==> src/rtl/cr_ram1_request.sv <==
// cr_ram1_request: splits a RAM1 read command (start address, word count)
// into request-FIFO words of at most MAX_CHUNK words each.
module cr_ram1_request #(
  parameter int MAX_CHUNK = 15
) (
  input  logic        clk,
  input  logic        reset_p,
  input  logic        cmd_valid,
  input  logic [7:0]  cmd_addr,
  input  logic [7:0]  cmd_len,
  output logic        cmd_ready,
  input  logic        fifo_full,
  output logic        fifo_wr,
  output logic [15:0] fifo_wdata,
  output logic        busy,
  output logic        done
);

  // state | meaning
  // IDLE  | waiting for a command; cmd_ready high
  // SPLIT | emitting request words until remaining reaches zero
  typedef enum logic {
    IDLE  = 1'b0,
    SPLIT = 1'b1
  } state_t;

  localparam logic [7:0] MAX_C = 8'(MAX_CHUNK);

  state_t     state_q, state_d;
  logic [7:0] addr_q, addr_d;
  logic [7:0] rem_q, rem_d;
  logic       done_q, done_d;
  logic [3:0] chunk;
  logic       accept;

  // Chunk is min(remaining, MAX_CHUNK); MAX_CHUNK <= 15 so 4 bits suffice.
  always_comb begin
    chunk = (rem_q < MAX_C) ? rem_q[3:0] : MAX_C[3:0];
  end

  assign cmd_ready  = ~reset_p & (state_q == IDLE);
  assign fifo_wr    = ~reset_p & (state_q == SPLIT) & ~fifo_full;
  assign fifo_wdata = {4'b0000, chunk, addr_q};
  assign busy       = (state_q == SPLIT);
  assign done       = done_q;
  assign accept     = cmd_valid & cmd_ready;

  // Next-state: accept commands in IDLE, advance one chunk per FIFO write in SPLIT.
  always_comb begin
    state_d = state_q;
    addr_d  = addr_q;
    rem_d   = rem_q;
    done_d  = 1'b0;
    case (state_q)
      IDLE: begin
        if (accept) begin
          addr_d = cmd_addr;
          rem_d  = cmd_len;
          if (cmd_len == 8'd0) begin
            done_d = 1'b1;
          end else begin
            state_d = SPLIT;
          end
        end
      end
      SPLIT: begin
        if (fifo_wr) begin
          addr_d = addr_q + {4'b0000, chunk};
          rem_d  = rem_q - {4'b0000, chunk};
          if (rem_q == {4'b0000, chunk}) begin
            state_d = IDLE;
            done_d  = 1'b1;
          end
        end
      end
      default: state_d = IDLE;
    endcase
  end

  // State registers; address and remaining count need no reset value.
  always_ff @(posedge clk) begin
    if (reset_p) begin
      state_q <= IDLE;
      done_q  <= 1'b0;
    end else begin
      state_q <= state_d;
      done_q  <= done_d;
    end
    addr_q <= addr_d;
    rem_q  <= rem_d;
  end

endmodule

==> config.mk <==
export PLATFORM = sky130hd
export DESIGN_NAME = cr_ram1_request
export DESIGN_NICKNAME = d
export VERILOG_FILES = /design/src/rtl/cr_ram1_request.sv
export SDC_FILE = /design/constraint.sdc
export NUM_CORES = 1
export LEC_CHECK = 0
export CORE_UTILIZATION = 44
export DETAILED_ROUTE_END_ITERATION = 16
export PLACE_DENSITY = 0.76
export SLEW_MARGIN = 20
export SYNTH_ARGS = -nofsm -noshare
export SYNTH_HDL_FRONTEND = slang
export SYNTH_SLANG_ARGS = --single-unit
==> constraint.sdc <==
create_clock -name clk -period 4.45 [get_ports clk]
set_clock_uncertainty 0.05 [all_clocks]
set_input_delay 0.6675 -clock clk [delete_from_list [all_inputs] [get_ports clk]]
set_output_delay 0.6675 -clock clk [all_outputs]
set_load 0.03 [all_outputs]
==> Yosys cells after proc, flatten, opt, wreduce, memory -nomap -nowiden <==
Cells that the tools add are included.
W data, S select, Z words.
{ "totals": {"ff_bits": 18, "input_bits": 20, "out_inout_bits": 20, "word_cells": 36} }
{ "classes": {"addsub": 2, "magnitude_cmp": 1, "n_eq_ne": 3, "muxes": 17, "bitwise_logic": 7, "n_reduce_logical": 2} }
{ "op_table": {"columns": ["cell", "n"], "rows": [
  ["$mux W8", 4],
  ["$pmux W8 S2", 2],
  ["$add A8 B4 Y8", 1],
  ["$eq A8 B4 Y1", 1],
  ["$logic_not A8 Y1", 1],
  ["$lt A8 B4 Y1 const B", 1],
  ["$mux W1", 8],
  ["$sub A8 B4 Y8", 1],
  ["$and A1 B1 Y1", 4],
  ["$mux W4", 1],
  ["$ne A2 B2 Y1 const B", 2],
  ["$pmux W1 S2", 2],
  ["$not A1 Y1", 3],
  ["$reduce_and A2 Y1", 1]
]} }

==> Longest topological paths before layout <==
{ "logic_depth": {"depth_word": 6, "ltp_mapped": 10, "depth_no_buf": 9} }

==> Worst setup path after synthesis <==
OpenSTA, ideal clock, no wires.
{ "synth_timing": {"path_kind": "register to register", "startpoint": "register rem_q[4]", "endpoint": "register addr_q[5], data pin", "setup_ps": 261, "t_arrival_ps": 2261, "setup_slack_ps": 1878, "stages_incl_launch_ff": 9, "path_buffers": 1, "path_cell_list": "edfxtp_1 -> nor4_2 -> buf_6 -> and2b_1 -> inv_1 -> ha_1 -> a211oi_1 -> nor2_1 -> a311o_1"} }
{ "synth_between": {"elab_chain_cells": 5} }
{ "synth_rtl": {"columns": ["element", "line", "text"], "rows": [
  ["start, declared", "31", "logic [7:0] rem_q, rem_d;"],
  ["start signal, assigned", "90", "rem_q <= rem_d;"],
  ["$lt A8 B4 Y1", "38", "chunk = (rem_q < MAX_C) ? rem_q[3:0] : MAX_C[3:0];"],
  ["$mux W4", "38", null],
  ["net fifo_wdata[9]", "14", "output logic [15:0] fifo_wdata,"],
  ["$add A8 B4 Y8", "68", "addr_d = addr_q + {4'b0000, chunk};"],
  ["$mux W8", "67", "if (fifo_wr) begin"],
  ["$pmux W8 S2", "54", "case (state_q)"],
  ["net addr_d[5]", "30", "logic [7:0] addr_q, addr_d;"],
  ["end signal, assigned", "89", "addr_q <= addr_d;"],
  ["end, declared", "30", null]
]} }
The timed path passes the listed nets, and every way through them passes these cells. The select of a mux whose other input is x is not followed.
A chain may end at the register's enable or synchronous reset.

==> Final worst setup path <==
{ "layout_timing": {"startpoint": "register rem_q[4]", "endpoint": "output port fifo_wdata[9]"} }
{ "layout_between": {"elab_chain_cells": 2} }
{ "layout_rtl": {"columns": ["element", "line"], "rows": [
  ["$lt A8 B4 Y1", "38"],
  ["$mux W4", "38"],
  ["end, declared", "14"]
]} }
No other way between the ends.

==> impl_results.md <==
- TritonCTS clock tree: built
- MaxCap Viol Count: 0
- Least-Margin Pin Slew: 0.916 ns
- Io pins: 40
- Number of global-route vias before repair: 1056
- Setup Buffers After CTS: 0
- Global placer's final weighted congestion: 0.849
- Worst path max stage delay: 0.83 ns
- Initial antenna violation count: 0
- Share of Yosys cell area claimed by the top area cell type: 0.376
- Critical Path Start: rem_q[4]
- RSZ-0062 raised after global routing: no
- CP max-delay cell: nor4_2
- CP startpoint kind: flip-flop
- Fin nets: 191
- Leakage: 0.599 nW
- Placed insts: 191
- Synth Instances: 133
- Syn Std Cell Area: 1280 um2
- Setup violators final: 0
- Final Hold Viols: 0
- R2R depth: 7
- Row cnt: 19
- Synth Area in Adders: 0.0646
- Syn Area/Cell: 9.61 um2
- Antenna viol nets, final: 0
- Residual DRC count: 0
- CTS max path bufs: 2
- WP data arrival: 2.56 ns
- Root Driver: clkbuf_4
- Count of cell types in the netlist: 44
- CP endpoint: fifo_wdata[9]
- Tot GR Track Use: 0.193
- Relative slew slack: 0.388
- CP Cell Sequence: nor4_2 -> and2b_1 -> inv_1 -> clkdlybuf4s50_1
- Grt ovf: 0
- FF+latch count, synth: 18
- Sink Count: 18
- Post-Synth XOR/XNOR Area: 0.0274
- Hold Path Class: flip-flop to flip-flop
- Clock transition at path regs: 0.11 ns
- Post-CTS Hold Fix Bufs: 0
- Tcrit/Tclk final: 0.736
- Post-DR vias/cell: 5.69
- DRT iter0 DRCs: 36
- Initial core utilization: 0.464
- Die height: 55.9 um
- Compound-gate portion of the synthesized area: 0.173
- Post-synth ARST share: 0
- Synth Area in Simple Gates: 0.205
- Share of layout cells above drive strength 1: 0.0793
- Crit Path Max Fanout: 12
- Post-CTS resize count: 0
- Status: complete, no violations
- Routed WL: 2770 um
- CTS Buf Count: 3
- Post-synth EDFFs: 16
- TritonRoute pass-1 iters: 4
- Worst reg2reg path startpoint: rem_q[4]
- Vias after detailed routing: 1110
- Fin cells: 195
- CP Class: flip-flop to output pin
- Critical hold path startpoint: rem_q[7]
- Largest net degree at the start of global routing: 28
- N_diodes: 0
- Die footprint: 3130 um2
- Tmin final: 3.28 ns
- Most frequent cells after synthesis: 16 x edfxtp_1, 9 x nor2_1, 8 x o21ai_0
- Mux cell area share after synthesis: 0.0431
- Crit path capture type: output pin
- Sequential cell area fraction in the yosys report: 0.407
- Pwr/cell area: 262 nW/um2
- Area Overhead vs Synth: 29.1%
- Wire length per cell: 14.2 um
- Main combinational cell family by area after synthesis: simple AND/OR/NAND/NOR gates
- Setup tns final: 0 ns
- DP Wirelength: 2020 um
- Die W: 55.9 um
- Max Slew Vio Count: 0
- First-pass GRT wire length: 4740 um
- Post-synth top area cell: edfxtp_1
- VDD IR max: 214 uV
- FF-to-FF End: addr_q[5]
- Prevailing post-synth register cell: edfxtp_1
- Clk Latency, worst-skew pair: 0.30 ns
- Core area: 2760 um2
- CTS H-Tree Depth: 1
- Critical Path RT: 3.73 ns
- Most frequent cell after synthesis: edfxtp_1
- Port bufs: 35
- Top post-synthesis cells by area: edfxtp_1 38%, ha_1 4.9%, mux2_2 3.5%
- Achievable Freq: 305 MHz
- R2R setup slack: 1.46 ns
- YS warnings: 0
==> kinds of logic (layout without fill, tap and decap cells) <==
group,after synthesis,count (layout)
and+or+nand+nor,47,47
DFF,18,18
muxes,5,5
adders and majority gates,6,6
buffers and inverters,19,47
AOI/OAI and AO/OA,33,33
other,1,4
xor gates and xnor gates,4,4
==> power by group <==
part	switching [W]	internal, W	total, W	leakage (nW)
Sequential	0.0000158	0.000199	0.000215	0.166
Clock	0.0000563	0.0000500	0.000106	0.0210
Combinational	0.0000568	0.0000550	0.000112	0.412
==> flip-flops by register name, indices dropped and copies added (netlist names) <==
register  flops
addr_q        8
rem_q         8
busy          1
done          1
==> cells in the final DEF, fill, tap and decap left out, types with 3 or more instances in the layout <==
master	netlist	layout
conb_1	1	4
nand2_1	7	7
ha_1	5	5
nand3_1	5	5
inv_1	7	7
nand2b_1	5	5
nor3_1	4	4
clkbuf_4	0	3
clkdlybuf4s50_1	0	35
o21ai_0	8	8
nor3b_1	3	3
o31ai_1	3	3
nor2_1	9	9
edfxtp_1	16	16
mux2_2	4	4
a211oi_1	3	3
a21oi_1	7	7
==> final cells by class <==
cell class | instances | area, um2
Fill cell | 251 | 1110
Multi-Input combinational cell | 99 | 671
Sequential cell | 18 | 520
Timing Repair Buffer | 36 | 358
Tap cell | 31 | 38.8
Clock buffer | 4 | 36.3
Inverter | 7 | 26.3
==> worst max-delay path: cells and delay by family (launching register included) <==
kind,cells,cell delay [ns]
buffers and inverters,2,0.67
flip-flops,1,0.47
AND/OR/NAND/NOR,2,1.10
==> metrics by stage <==
stage	hold slack (ns)	setup WS [ns]	utilization	area, um2	total power [W]
2_1_floorplan	0.533	1.88	-	1290	0.000289
3_3_place_gp	0.579	1.59	0.585	1610	0.000327
3_5_place_dp	0.597	1.48	0.585	1610	0.000330
4_1_cts	0.626	1.14	0.598	1650	0.000437
5_1_grt	0.691	0.955	0.598	1650	0.000455
6_report	0.631	1.17	0.598	1650	0.000433
==> routing by layer <==
layer  vias up  global-route usage  wire length, um
met5         -                   0                0
met4         0              0.0627               17
met3         4              0.0628              175
met2        47               0.330             1400
met1       518               0.231             1180
li1        541                   -                -
==> worst min path at each step <==
stage,to,slack [ns],depth (start not counted)
floorplan,rem_q[7],0.53,2
global placement,rem_q[7],0.58,2
detailed placement,rem_q[7],0.60,2
CTS,rem_q[7],0.63,2
global route,rem_q[7],0.69,2
finish,rem_q[7],0.63,2
Note: power is estimated with default switching activity, not from simulation.
